File: config.mk
export PLATFORM = sky130hd
export DESIGN_NAME = seg_display_scanner
export DESIGN_NICKNAME = d
export VERILOG_FILES = /design/src/rtl/seg_display_scanner.sv
export SDC_FILE = /design/constraint.sdc
export NUM_CORES = 1
export LEC_CHECK = 0
export CAP_MARGIN = 10
export CORE_MARGIN = 5
export CORE_UTILIZATION = 55
export CTS_BUF_LIST = sky130_fd_sc_hd__clkbuf_2 sky130_fd_sc_hd__clkbuf_4 sky130_fd_sc_hd__clkbuf_8
export DETAILED_ROUTE_END_ITERATION = 7
export HOLD_SLACK_MARGIN = 0.03
export PLACE_DENSITY_LB_ADDON = 0.12
export SETUP_SLACK_MARGIN = 0.2
export SYNTH_ARGS = -nofsm -noshare
export SYNTH_HDL_FRONTEND = slang
export SYNTH_SLANG_ARGS = --single-unit
File: constraint.sdc
create_clock -name clk -period 2.7 [get_ports clk]
set_input_delay 0.27 -clock clk [delete_from_list [all_inputs] [get_ports clk]]
set_output_delay 0.27 -clock clk [all_outputs]
set_load 0.02 [all_outputs]
File: src/rtl/seg_display_scanner.sv
// Purpose: time-multiplexes six 7-segment patterns onto one shared segment bus and six digit anodes.
// Latency: all outputs are registered, one clock behind the scan state.
// Backpressure: none; the scan runs freely and the pattern inputs are sampled once per frame.
//
// Ports:
//   clk, reset_n                      clock, asynchronous active-low reset
//   hour10_seg .. sec1_seg [6:0]      active-high segment patterns from the clock core
//   brightness [2:0]                  PWM duty within the on-window (0 = 1/8, 7 = full)
//   colon_en                          lights dp on the hour1 and min1 digits
//   blank_en                          forces the display dark from the next output cycle
//   seg_out [6:0], dp_out             shared segment bus and decimal point, polarity set by SEG_ACTIVE_LOW
//   an_out [5:0]                      digit enables, [0]=sec1 .. [5]=hour10, polarity set by AN_ACTIVE_LOW
//   frame_start                       one-cycle pulse in the first output cycle of each frame
module seg_display_scanner #(
  parameter int DIG_PERIOD     = 100000,
  parameter int BLANK_CYCLES   = 1000,
  parameter bit SEG_ACTIVE_LOW = 1'b1,
  parameter bit AN_ACTIVE_LOW  = 1'b1
) (
  input  logic       clk,
  input  logic       reset_n,
  input  logic [6:0] hour10_seg,
  input  logic [6:0] hour1_seg,
  input  logic [6:0] min10_seg,
  input  logic [6:0] min1_seg,
  input  logic [6:0] sec10_seg,
  input  logic [6:0] sec1_seg,
  input  logic [2:0] brightness,
  input  logic       colon_en,
  input  logic       blank_en,
  output logic [6:0] seg_out,
  output logic       dp_out,
  output logic [5:0] an_out,
  output logic       frame_start
);

  localparam int            CW        = $clog2(DIG_PERIOD);
  localparam logic [CW-1:0] SLOT_LAST = CW'(DIG_PERIOD - 1);
  localparam logic [CW-1:0] BLANK_V   = CW'(BLANK_CYCLES);

  logic [CW-1:0] slot_cnt;
  logic [2:0]    idx;
  logic [6:0]    snap_sec1, snap_sec10, snap_min1, snap_min10, snap_hour1, snap_hour10;
  logic [2:0]    bri_snap;
  logic          colon_snap;

  logic          frame_edge;
  logic [6:0]    seg_lit;
  logic [2:0]    pwm_phase;
  logic          on_phase;
  logic          lit;
  logic [5:0]    an_lit;
  logic          dp_lit;

  // First state cycle of a frame: idx 0, slot_cnt 0.
  assign frame_edge = (idx == 3'd0) && (slot_cnt == '0);

  // Scan counters: slot_cnt per digit slot, idx walks the six digits.
  always_ff @(posedge clk or negedge reset_n) begin
    if (!reset_n) begin
      slot_cnt <= '0;
      idx      <= 3'd0;
    end else if (slot_cnt == SLOT_LAST) begin
      slot_cnt <= '0;
      idx      <= (idx == 3'd5) ? 3'd0 : idx + 3'd1;
    end else begin
      slot_cnt <= slot_cnt + 1'b1;
    end
  end

  // Whole-frame snapshot so a frame never mixes old and new time.
  always_ff @(posedge clk or negedge reset_n) begin
    if (!reset_n) begin
      snap_sec1   <= '0;
      snap_sec10  <= '0;
      snap_min1   <= '0;
      snap_min10  <= '0;
      snap_hour1  <= '0;
      snap_hour10 <= '0;
      bri_snap    <= 3'd7;
      colon_snap  <= 1'b0;
    end else if (frame_edge) begin
      snap_sec1   <= sec1_seg;
      snap_sec10  <= sec10_seg;
      snap_min1   <= min1_seg;
      snap_min10  <= min10_seg;
      snap_hour1  <= hour1_seg;
      snap_hour10 <= hour10_seg;
      bri_snap    <= brightness;
      colon_snap  <= colon_en;
    end
  end

  // In the snapshot cycle itself the registers still hold the previous
  // frame, so the sec1 pattern is taken straight from the input. This keeps
  // the whole idx-0 slot, blank part included, on the new frame's value.
  always_comb begin
    seg_lit = snap_sec1;
    case (idx)
      3'd0:    seg_lit = frame_edge ? sec1_seg : snap_sec1;
      3'd1:    seg_lit = snap_sec10;
      3'd2:    seg_lit = snap_min1;
      3'd3:    seg_lit = snap_min10;
      3'd4:    seg_lit = snap_hour1;
      3'd5:    seg_lit = snap_hour10;
      default: seg_lit = snap_sec1;
    endcase
  end

  // PWM phase is counted from the end of the blank window; only the low
  // three bits of the difference matter for a mod-8 phase.
  assign pwm_phase = slot_cnt[2:0] - BLANK_V[2:0];
  assign on_phase  = (slot_cnt >= BLANK_V);
  assign lit       = on_phase && (pwm_phase <= bri_snap) && !blank_en;
  assign an_lit    = lit ? (6'd1 << idx) : 6'd0;
  assign dp_lit    = colon_snap && ((idx == 3'd2) || (idx == 3'd4));

  // Output registers; XOR with the polarity flag maps active-high to pin level.
  always_ff @(posedge clk or negedge reset_n) begin
    if (!reset_n) begin
      an_out      <= {6{AN_ACTIVE_LOW}};
      seg_out     <= {7{SEG_ACTIVE_LOW}};
      dp_out      <= SEG_ACTIVE_LOW;
      frame_start <= 1'b0;
    end else begin
      an_out      <= an_lit ^ {6{AN_ACTIVE_LOW}};
      seg_out     <= seg_lit ^ {7{SEG_ACTIVE_LOW}};
      dp_out      <= dp_lit ^ SEG_ACTIVE_LOW;
      frame_start <= frame_edge;
    end
  end

endmodule
Word level (Yosys, flattened, before mapping)
Cells that the tools add are included.
{"block": "totals", "ff_bits": 81, "latchBits": 0, "ram_bits": 0, "rom_bits": 0, "in_bits": 49, "out_inout_bits": 15, "elab_cells": 41, "memories": 0}
{"block": "classes", "n_addsub": 2, "n_mul": 0, "div": 0, "n_lt_le_gt_ge": 2, "n_eq_ne": 6, "shift": 1, "muxes": 5, "bitwise": 3, "reduce_logical": 8}
{"op": "7-bit case mux with 6 select lines", "n": 1}
{"op": "17-bit by 1-bit adder with 17-bit output, second input constant", "n": 1}
{"op": "17-bit equality test, second input constant", "n": 1}
{"op": "17-bit by 10-bit greater-or-equal comparator with 1-bit output, second input constant", "n": 1}
{"op": "17-bit logical NOT", "n": 1}
{"op": "17-bit two-way mux", "n": 1}
{"op": "7-bit two-way mux", "n": 1}
{"op": "7-bit inverter", "n": 1}
{"op": "3-bit by 2-bit equality test with 1-bit output, second input constant", "n": 2}
{"op": "3-bit equality test, second input constant", "n": 2}
{"op": "6-bit two-way mux", "n": 1}
{"op": "6-bit inverter", "n": 1}
{"op": "1-bit by 3-bit << shifter with 6-bit output, first input constant", "n": 1}
{"op": "1-bit logical AND", "n": 4}
{"op": "3-bit by 1-bit adder with 3-bit output, second input constant", "n": 1}
{"op": "3-bit by 1-bit equality test with 1-bit output, second input constant", "n": 1}
{"op": "3-bit less-or-equal comparator", "n": 1}
{"op": "3-bit logical NOT", "n": 1}
{"op": "3-bit two-way mux", "n": 1}
{"op": "1-bit logical NOT", "n": 1}
{"op": "1-bit logical OR", "n": 1}
{"op": "1-bit inverter", "n": 1}

Depth between registers and ports, before layout
Gate-level depths: netlist (run 1).
{"block": "logic_depth", "ltp_word": 5, "depth_mapped": 10, "mapped_depth_nobuf": 7}

Least setup slack after synthesis (run 1)
No wires, ideal clock.
{"block": "synth_timing", "path_type": "flip-flop to flip-flop", "startpoint": "reg idx[1]", "endpoint": "reg seg_out[0]", "setup_ps": 81, "arrival_ps": 2310, "required_time_ps": 2619, "setup_slack_ps": 309, "path_stages_with_launch": 10, "n_path_buf": 3, "period_less_slack_ps": 2391, "cell_sequence": "dfrtp_1 > clkbuf_1 > buf_2 > and2_1 > ha_1 > clkbuf_1 > nor3b_1 > a2111oi_0 > a21oi_1 > o2bb2ai_1"}
{"block": "synth_between", "elab_chain_len": 5, "elab_cells_between_ends": 10, "cone_classes": "eq/ne (5); mux (2); bitwise (1); reduce/logical (2)"}
{"item": "start: declaration", "line_no": "42", "rtl": "logic [2:0] idx;"}
{"item": "start signal: assignment", "line_no": "65", "rtl": "idx <= (idx == 3'd5) ? 3'd0 : idx + 3'd1;"}
{"item": "3-bit logical NOT", "line_no": "56, 99"}
{"item": "1-bit logical AND", "line_no": "56", "rtl": "assign frame_edge = (idx == 3'd0) && (slot_cnt == '0);"}
{"item": "7-bit two-way mux"}
{"item": "7-bit case mux with 6 select lines *", "line_no": "99", "rtl": "case (idx)"}
{"item": "7-bit inverter (no source line) *"}
{"item": "end signal: assignment", "line_no": "122", "rtl": "seg_out <= {7{SEG_ACTIVE_LOW}};"}
{"item": "end signal: assignment", "line_no": "127", "rtl": "seg_out <= seg_lit ^ {7{SEG_ACTIVE_LOW}};"}
{"item": "end: declaration", "line_no": "31", "rtl": "output logic [6:0] seg_out,"}
Every way passes the cells marked *; elsewhere a longest branch is shown, timed or not.
A chain may end at the register's enable or synchronous reset.

Final worst setup path (run 1)
{"block": "layout_timing", "startpoint": "reg idx[2]", "endpoint": "reg seg_out[0]"}
Same word-level chain as after synthesis.

==> metrics.md, run 1 <==
| Metric | Value |
|---|---|
| Status | `finished clean` |
| Fmax | `451 MHz` |
| Avg Inst Size Synth | `9.18 um2` |
| Yosys reg bits | `81` |
| Ratio of cells with drive above 1 in the final layout | `0.107` |
| Primary FF master, synth | `dfrtp_1` |
| CP required | `2980 ps` |
| Crit share post-route | `0.821` |
| Routed WL | `8.47 mm` |
| Initial antenna violation count | `0` |
| Clock group share of total power | `0.431` |
| Final Hold Fails | `0` |
| Fillers | `552` |
| Grt total ovfl | `0` |
| Cells after synthesis | `410` |
| RePlAce Congestion | `0.856` |
| Sw Pwr | `0.000523 W` |
| Worst Path Arrival | `2500 ps` |
| Type of origin of the critical path | `register` |
| Final max-slew violation count | `0` |
| Wire per inst | `15.2 um` |
| Vias/cell | `5.42` |
| # placed instances | `542` |
| First-pass GRT wire length | `14.1 mm` |
| Area Overhead vs Synth | `25.1%` |
| Largest net degree at the start of global routing | `82` |
| H-tree lvl count | `3` |
| Crit Path Class | `register to register` |
| Antenna violation net count after detailed routing | `0` |
| Synth area leaders | `dfrtp_1 43%, nand2_1 15%, dfstp_2 12%` |
| CTS tree | `built` |
| Final setup TNS | `0 ps` |
| Clock Root Buffer | `clkbuf_8` |
| Synth top cells by count | `153 x nand2_1, 64 x dfrtp_1, 20 x nor2_1, 17 x dfstp_2, 15 x o21ai_0` |
| Pint | `0.00199 W` |
| R2r startpoint | `idx[2]$_DFFE_PN0N_` |
| Drt initial violations | `128` |
| P_leak | `2.14 nW` |
| Peak supply drop | `0.263 mV` |
| Worst-Margin Slew | `984 ps` |
| EDFF count, synth | `0` |
| Clock skew | `12.7 ps` |
| R2R Path End | `seg_out[0]$_DFF_PN1_` |
| CTS Buf Count | `9` |
| Logic pwr share | `0.059` |
| Top cell type's share of synthesized area | `0.425` |
| Non-filler cells, final | `558` |
| PostCTS Resize Cnt | `0` |
| Initial core utilization | `0.560` |
| Count of cell types in the netlist | `40` |
| R2R cell count | `6` |
| Row Count | `30` |
| Layout net count | `528` |
| GRT Resource Usage Total | `0.209` |
| Sequential share of power | `0.510` |
| Setup ws final | `483 ps` |
| Pre-CTS setup slack | `426 ps` |
| Hold Path Class | `input port to async pin` |
| Clock Tree Buf Depth | `2` |
| Tmin final | `2220 ps` |
| Final setup viols | `0` |
| Max_cap viols | `0` |
| Total number of vias | `3023` |
| Largest fanout on the critical path | `54` |
| DRC Markers | `0` |
| Die Y-Extent | `92.7 um` |
| Syn Nets | `465` |
| Detailed Place HPWL | `6.08 mm` |
| Yosys warnings | `0` |
| First-pass DRT Iterations | `4` |
| FF-to-FF setup slack | `480 ps` |
| Core ar. | `6720 um2` |
| Worst setup EP type | `register` |
| Post-synth ARST share | `1.00` |
| RSZ-0062 raised after global routing | `false` |
| Pwr/cell area | `534 nW/um2` |
| Synthesized area | `3760 um2` |
| CTS sink cnt | `81` |
| Die area | `8600 um2` |
| Fin util | `0.701` |
| Number of diodes | `0` |
| Hold bufs inserted after CTS | `0` |
| Post-CTS setup buffers | `0` |
| Largest area contributor in the netlist | `dfrtp_1` |
| Clock Pin Slew Worst Setup and Hold Paths | `90 ps` |
| Vias in the first global route | `2866` |
| # IOs | `64` |
| Die X | `92.7 um` |
| Worst skew pair latency | `350 ps` |
| I/O Buffers | `63` |
| Sw frac | `0.208` |
| Slew margin rel. | `0.344` |
| Seq/Total Area, Yosys | `0.544` |
| Most common cell in the synthesized netlist | `nand2_1` |
[sequential cells by signal, indices dropped and copies added (netlist names)]
signal and flops:
an_out 6, bri_snap 3, colon_snap 1, dp_out 1, frame_start 1, idx 3, seg_out 7, slot_cnt 17
snap_hour1 7, snap_hour10 7, snap_min1 7, snap_min10 7, snap_sec1 7, snap_sec10 7
[critical path: stages, from the launching register on]
cell and delay, ps:
dfrtp_1 510, nor3_4 350, nand2_1 160, or3_1 380, buf_4 300, o21ai_0 280
o2bb2ai_1 140
[area by class of cell]
cell class / count / area (um2) / share of cell area
clock inverter: 5 / 103 / 0.0218
timing repair buffer: 72 / 696 / 0.148
sequential: 81 / 2050 / 0.435
tap: 80 / 100 / 0.0213
clock buffer: 11 / 145 / 0.0308
multi-input combinational: 302 / 1590 / 0.338
inverter: 7 / 26.3 / 0.00558
[power by group through the flow]
stage	sequential [W]	combinational (W)	clock [W]
floorplan	0.00130	0.0000325	0
global placement	0.00130	0.000148	0
detailed placement	0.00131	0.000151	0
CTS	0.00128	0.000152	0.00110
global route	0.00129	0.000167	0.00116
finish	0.00128	0.000149	0.00108
[worst max path at each step]
| stage | from | end | slack [ps] | depth (start not counted) |
|---|---|---|---|---|
| after floorplan | idx[1]$_DFFE_PN0N_ | seg_out[0]$_DFF_PN1_ | 310 | 9 |
| after CTS | idx[2]$_DFFE_PN0N_ | seg_out[1]$_DFF_PN1_ | 400 | 6 |
| after global placement | idx[2]$_DFFE_PN0N_ | seg_out[1]$_DFF_PN1_ | 570 | 6 |
| after detailed placement | idx[2]$_DFFE_PN0N_ | seg_out[1]$_DFF_PN1_ | 430 | 6 |
| final | idx[2]$_DFFE_PN0N_ | seg_out[0]$_DFF_PN1_ | 480 | 6 |
| after global routing | idx[2]$_DFFE_PN0N_ | seg_out[4]$_DFF_PN1_ | 260 | 6 |
[cell families (layout without fill, tap and decap cells)]
family          Yosys count  count (layout)  synth area share
fa+ha+maj                 6               6            0.0199
compound gates           53              53            0.0944
mux                       4               4            0.0106
flops                    81              81             0.544
buf+inv                  27              95            0.0366
xor+xnor                 15              15            0.0349
simple gates            224             224             0.260
[through the flow]
step	area [um2]	total power, W	hold WS [ps]
after floorplan	3760	0.00134	-25.6
after global placement	4450	0.00145	394
after detailed placement	4450	0.00146	400
after CTS	4700	0.00254	106
after global routing	4710	0.00262	147
final	4710	0.00252	64.6
[per-layer routing]
metal  part of all wire  GRT usage  vias to the layer above
met2               0.44      0.304                       99
met1               0.48      0.312                     1434
met4              0.016     0.0806                        0
met5                  0          0                        -
li1                   -          -                     1479
met3              0.063     0.0366                       11
[placed cells by master, fill, tap and decap left out, types with 7 or more instances in the layout]
| cell | n |
|---|---|
| nand2_1 | 153 |
| dfrtp_1 | 64 |
| clkdlybuf4s50_1 | 62 |
| nor2_1 | 20 |
| dfstp_2 | 17 |
| o21ai_0 | 15 |
| clkbuf_8 | 10 |
| buf_4 | 10 |
| nor2b_1 | 9 |
| nand3_1 | 9 |
| xor2_1 | 9 |
| inv_1 | 7 |
| o2bb2ai_1 | 7 |
(Power assumes the default switching activity.)
==> run 2: changes to the inputs <==
CORE_UTILIZATION = 50   (was 55)
clock period = 2 ns   (was 2.7 ns; I/O delays follow)
==> run 2 against run 1 <==
Net effect: critical path depth is 3 higher; clock-buffer cell count stayed put; power is 40% higher; critical path type unchanged; final cell count is 8.6% higher; via count is 6.5% higher; largest power group unchanged; clock power is 45% higher.
==> metrics.md, run 2 (same netlist as run 1, synthesis figures left out) <==
| Metric | Value |
|---|---|
| Die X | `96.8 um` |
| Pwr/cell area | `663 nW/um2` |
| Pre-CTS setup slack | `70.4 ps` |
| Total number of vias | `3218` |
| Layout net count | `557` |
| Sw frac | `0.202` |
| RSZ-0062 raised after global routing | `true` |
| Worst Path Arrival | `2210 ps` |
| Grt total ovfl | `0` |
| Clock skew | `8.18 ps` |
| Final setup viols | `0` |
| Final max-slew violation count | `0` |
| Worst skew pair latency | `340 ps` |
| Commonest non-fill, non-tap cell in the layout | `nand2_1` |
| DRC Markers | `0` |
| Peak supply drop | `0.378 mV` |
| Largest fanout on the critical path | `12` |
| Final Hold Fails | `0` |
| Setup ws final | `74.7 ps` |
| Fillers | `546` |
| Type of origin of the critical path | `register` |
| Initial core utilization | `0.516` |
| Hold Path Class | `input port to async pin` |
| Reg with most FFs | `slot_cnt` |
| CP required | `2280 ps` |
| First-pass GRT wire length | `15.2 mm` |
| Antenna violation net count after detailed routing | `0` |
| Hold Slack | `353 ps` |
| RePlAce Congestion | `0.832` |
| Clock Tree Buf Depth | `2` |
| CTS Buf Count | `9` |
| Number of diodes | `0` |
| I/O Buffers | `63` |
| Routed WL | `9.91 mm` |
| Crit Path Class | `register to register` |
| Wire per inst | `16.4 um` |
| Final setup TNS | `0 ps` |
| # placed instances | `569` |
| Max FFs per register | `17` |
| Die area | `9370 um2` |
| Area Overhead vs Synth | `41.1%` |
| Row Count | `31` |
| R2R cell count | `9` |
| Logic pwr share | `0.062` |
| # IOs | `64` |
| Tmin final | `1930 ps` |
| GRT Resource Usage Total | `0.196` |
| P_leak | `2.40 nW` |
| Drt initial violations | `152` |
| Slew margin rel. | `0.663` |
| Most frequent cells in the layout | `152 x nand2_1, 63 x dfrtp_1, 62 x clkdlybuf4s50_1` |
| Reg area | `2050 um2` |
| CTS sink cnt | `81` |
| Vias in the first global route | `3181` |
| CTS tree | `built` |
| Vias/cell | `5.31` |
| R2R Path End | `snap_hour10[4]$_DFFE_PN0N_` |
| Core ar. | `7290 um2` |
| Sw Pwr | `0.000711 W` |
| Worst setup EP type | `register` |
| Detailed Place HPWL | `5.92 mm` |
| Sequential share of power | `0.492` |
| Clock Pin Slew Worst Setup and Hold Paths | `80 ps` |
| Status | `finished clean` |
| FF-to-FF setup slack | `70 ps` |
| Clock group share of total power | `0.446` |
| Non-filler cells, final | `606` |
| H-tree lvl count | `3` |
| Initial antenna violation count | `0` |
| Max_cap viols | `0` |
| R2r startpoint | `slot_cnt[13]$_DFF_PN0_` |
| Ratio of cells with drive above 1 in the final layout | `0.211` |
| Crit share post-route | `0.963` |
| Multi-input gate area | `1800 um2` |
| Worst-Margin Slew | `504 ps` |
| Clock Root Buffer | `clkbuf_8` |
| Largest net degree at the start of global routing | `48` |
| Die Y-Extent | `96.8 um` |
| Fmax | `519 MHz` |
| Pint | `0.00281 W` |
| First-pass DRT Iterations | `5` |
[run 2: cell types whose count changed in the layout (fill, tap and decap cells not counted), moves of 4 or more]
cell       delta
buf_4        +16
buf_6         +4
o21ai_0       -5
o21ai_2       +4
o2bb2ai_1     -4
o2bb2ai_2     +4
[run 2: worst max-delay path: stages (launching register included)]
cell and delay [ps]:
dfrtp_1 430, nor4_4 340, nand2_2 130, buf_4 160, buf_4 130, nor3_4 170
buf_6 160, clkbuf_16 170, nand2_1 80, nand2_1 80
[run 2: area by class of cell]
class / instances / share of cell area
Clock inverter: 5 / 0.0240
Multi-Input combinational cell: 302 / 0.338
Tap cell: 99 / 0.0233
Sequential cell: 81 / 0.386
Inverter: 7 / 0.00495
Timing Repair Buffer: 101 / 0.197
Clock buffer: 11 / 0.0261
[run 2: worst max path at each step]
| stage | end | slack [ps] | startpoint | cells after the start |
|---|---|---|---|---|
| 6_report | snap_hour10[4]$_DFFE_PN0N_ | 70 | slot_cnt[13]$_DFF_PN0_ | 9 |
| 5_1_grt | seg_out[6]$_DFF_PN1_ | 1 | idx[1]$_DFFE_PN0N_ | 6 |
| 4_1_cts | snap_hour10[6]$_DFFE_PN0N_ | 190 | slot_cnt[11]$_DFF_PN0_ | 6 |
| 3_5_place_dp | seg_out[0]$_DFF_PN1_ | 70 | slot_cnt[13]$_DFF_PN0_ | 6 |
| 3_3_place_gp | seg_out[2]$_DFF_PN1_ | 140 | idx[1]$_DFFE_PN0N_ | 8 |
| 2_1_floorplan | seg_out[0]$_DFF_PN1_ | 150 | idx[1]$_DFFE_PN0N_ | 9 |
[run 2: power by group through the flow]
stage | sequential (W) | clock (W) | combinational (W)
global route | 0.00174 | 0.00167 | 0.000242
finish | 0.00173 | 0.00157 | 0.000217
CTS | 0.00173 | 0.00158 | 0.000214
detailed placement | 0.00176 | 0 | 0.000210
global placement | 0.00176 | 0 | 0.000205
floorplan | 0.00176 | 0 | 0.0000441
[run 2: through the flow]
step / util / instance area (um2) / power [W]
after floorplan: - / 3840 / 0.00181
after global placement: 0.634 / 4620 / 0.00196
after detailed placement: 0.634 / 4620 / 0.00197
after CTS: 0.689 / 5020 / 0.00352
after global routing: 0.728 / 5310 / 0.00365
final: 0.728 / 5310 / 0.00352
[run 2: layer usage]
layer  vias to the layer above  track usage  share of wire
met5                         -            0              0
met1                      1581        0.276           0.45
met3                        11       0.0453          0.047
met2                        82        0.304           0.48
li1                       1544            -              -
met4                         0       0.0594          0.013
[run 2: timing repair]
| action | in CTS | in global routing |
|---|---|---|
| pin swaps | 4 | 11 |
| hold endpoints to repair | 30 | 0 |
| endpoints found under the setup margin | 41 | 66 |
| hold buffers | 1 | 0 |
| resized for setup | 9 | 36 |
| buffers inserted | 8 | 7 |
| gates cloned | 1 | 4 |
==> run 3: changes to the inputs <==
CORE_ASPECT_RATIO = 1.4   (was default)
CORE_UTILIZATION = 48   (was 50)
CTS_BUF_LIST = default   (was sky130_fd_sc_hd__clkbuf_2 sky130_fd_sc_hd__clkbuf_4 sky130_fd_sc_hd__clkbuf_8)
TNS_END_PERCENT = 30   (was default)
==> run 3 against run 2 <==
Net effect: maximum frequency rose by 3.5%; routed wire length fell by 6.4%; worst hold slack got worse by 13 ps; clock power fell by 14%; critical path depth fell by 1; register-to-register slack improved by 70 ps; final cell count rose by 0.66%; flip-flop and latch count did not move; sequential share of layout area rose by 0.83 points; clock skew rose by 1.0 ps; combinational power fell by 3%.
==> metrics.md, run 3 (same netlist as run 1, synthesis figures left out) <==
| Metric | Value |
|---|---|
| Row Count | `38` |
| Hold endpoint | `bri_snap[2]$_DFFE_PN1N_` |
| Reg with most FFs | `slot_cnt` |
| Clock skew | `9.21 ps` |
| Sequential share of power | `0.527` |
| Ratio of cells with drive above 1 in the final layout | `0.198` |
| RePlAce Congestion | `0.801` |
| Max FFs per register | `17` |
| Busiest layer in global routing | `met2` |
| Worst skew pair latency | `350 ps` |
| Final Hold Fails | `0` |
| Min-delay src | `brightness[2]` |
| Peak supply drop | `0.505 mV` |
| Status | `finished clean` |
| Crit Path Class | `register to register` |
| DRC Markers | `0` |
| Sw frac | `0.212` |
| Vias in the first global route | `3215` |
| Overall Power | `0.00329 W` |
| Pre-CTS setup slack | `-7.12 ps` |
| I/O Buffers | `63` |
| Logic pwr share | `0.064` |
| First-pass DRT Iterations | `4` |
| Pwr/cell area | `632 nW/um2` |
| Most frequent cells in the layout | `151 x nand2_1, 62 x clkdlybuf4s50_1, 61 x dfrtp_1` |
| Die area | `9740 um2` |
| Fillers | `650` |
| CTS Buf Count | `9` |
| R2R Path End | `snap_min1[5]$_DFFE_PN0N_` |
| Worst Path Arrival | `2100 ps` |
| Sw Pwr | `0.000697 W` |
| Clock group share of total power | `0.409` |
| WHS Path Cells | `3` |
| RSZ-0062 raised after global routing | `true` |
| Slew margin rel. | `0.612` |
| Tmin final | `1860 ps` |
| Initial core utilization | `0.489` |
| Area Overhead vs Synth | `38.3%` |
| Pint | `0.00259 W` |
| GRT Resource Usage Total | `0.194` |
| Crit share post-route | `0.930` |
| Core ar. | `7700 um2` |
| Layout net count | `560` |
| P_leak | `2.36 nW` |
| CP required | `2240 ps` |
| Clock Root Buffer | `clkbuf_8` |
| Met3 Track Usage GR | `0.0409` |
| Detailed Place HPWL | `6.43 mm` |
| Initial antenna violation count | `0` |
| Final setup viols | `0` |
| Largest net degree at the start of global routing | `48` |
| Max_cap viols | `0` |
| Die X | `84.9 um` |
| Drt initial violations | `194` |
| R2r startpoint | `idx[0]$_DFFE_PN0N_` |
| Vias/cell | `5.19` |
| Hold Path Class | `input port to register` |
| Setup ws final | `140 ps` |
| H-tree lvl count | `3` |
| Wire per inst | `15.2 um` |
| CTS sink cnt | `81` |
| Die Y-Extent | `115 um` |
| Hold Slack | `339 ps` |
| FF-to-FF setup slack | `140 ps` |
| CTS tree | `built` |
| Worst-Margin Slew | `582 ps` |
| Number of diodes | `0` |
| # placed instances | `576` |
| Non-filler cells, final | `610` |
| Worst setup EP type | `register` |
| Clock Tree Buf Depth | `2` |
| Final setup TNS | `0 ps` |
| Final max-slew violation count | `0` |
| GR Layer Usage met1 | `0.227` |
| Commonest non-fill, non-tap cell in the layout | `nand2_1` |
| Routed WL | `9.28 mm` |
| # IOs | `64` |
| Met2 Usage GRT | `0.346` |
| Type of origin of the critical path | `register` |
| Fmax | `538 MHz` |
| Total number of vias | `3166` |
| R2R cell count | `8` |
| Clock Pin Slew Worst Setup and Hold Paths | `80 ps` |
| Grt total ovfl | `0` |
| Antenna violation net count after detailed routing | `0` |
| First-pass GRT wire length | `14.8 mm` |
| Largest fanout on the critical path | `17` |
run 3: cell types whose count changed in the layout (fill, tap and decap cells not counted), moves of 3 or more:
cell / change
buf_4: +6
buf_6: -3
nor3_2: +3
o21ai_0: +4
o21ai_1: +3
o21ai_2: -4
o21ai_4: -3
o2bb2ai_1: +3
o2bb2ai_2: -3
run 3: layout make-up:
type	instances	area, um2	share of cell area
Sequential cell	81	2050	0.394
Multi-Input combinational cell	302	1720	0.331
Clock inverter	4	75.1	0.0144
Tap cell	100	125	0.0240
Clock buffer	12	155	0.0298
Inverter	7	26.3	0.00505
Timing Repair Buffer	104	1050	0.202
run 3: critical path: stages, from the launching register on:
cell       delay, ps
dfrtp_2          420
buf_4            150
nor3_4           170
nand2_1          120
or3_4            420
buf_12           160
clkbuf_16        180
nand2_1           80
nand2_1           50
run 3: layer usage:
layer / vias to the layer above / share of wire
met5: - / 0
met4: 0 / 0.024
met3: 21 / 0.048
met2: 78 / 0.53
li1: 1545 / -
met1: 1522 / 0.39
run 3: worst max path at each step:
stage                            from                    endpoint  slack, ps  cells past startpoint
6_report           idx[0]$_DFFE_PN0N_    snap_min1[5]$_DFFE_PN0N_        140                      8
5_1_grt            idx[0]$_DFFE_PN0N_  snap_hour10[5]$_DFFE_PN0N_         70                      8
4_1_cts        slot_cnt[14]$_DFF_PN0_  snap_hour10[5]$_DFFE_PN0N_        150                      7
3_5_place_dp   slot_cnt[13]$_DFF_PN0_          idx[0]$_DFFE_PN0N_         -7                      6
3_3_place_gp   slot_cnt[13]$_DFF_PN0_          idx[1]$_DFFE_PN0N_         -3                      7
2_1_floorplan      idx[1]$_DFFE_PN0N_        seg_out[0]$_DFF_PN1_        150                      9
run 3: timing repair:
item | in CTS | in global routing
cloned | 0 | 2
endpoints found under the hold margin | 36 | 0
resized for setup | 10 | 19
endpoints found under the setup margin | 55 | 68
pin swaps | 3 | 4
hold buffers | 1 | 0
setup buffers | 7 | 8
run 3: power by group through the flow:
stage	logic [W]	registers [W]	clock network [W]
floorplan	0.0000441	0.00176	0
global placement	0.000207	0.00176	0
detailed placement	0.000212	0.00176	0
CTS	0.000215	0.00173	0.00137
global route	0.000235	0.00174	0.00144
finish	0.000210	0.00173	0.00135
run 3: stage by stage:
step / utilization / instance area [um2]
finish: 0.676 / 5210
global route: 0.676 / 5210
CTS: 0.651 / 5020
detailed placement: 0.606 / 4670
global placement: 0.606 / 4670
floorplan: - / 3840
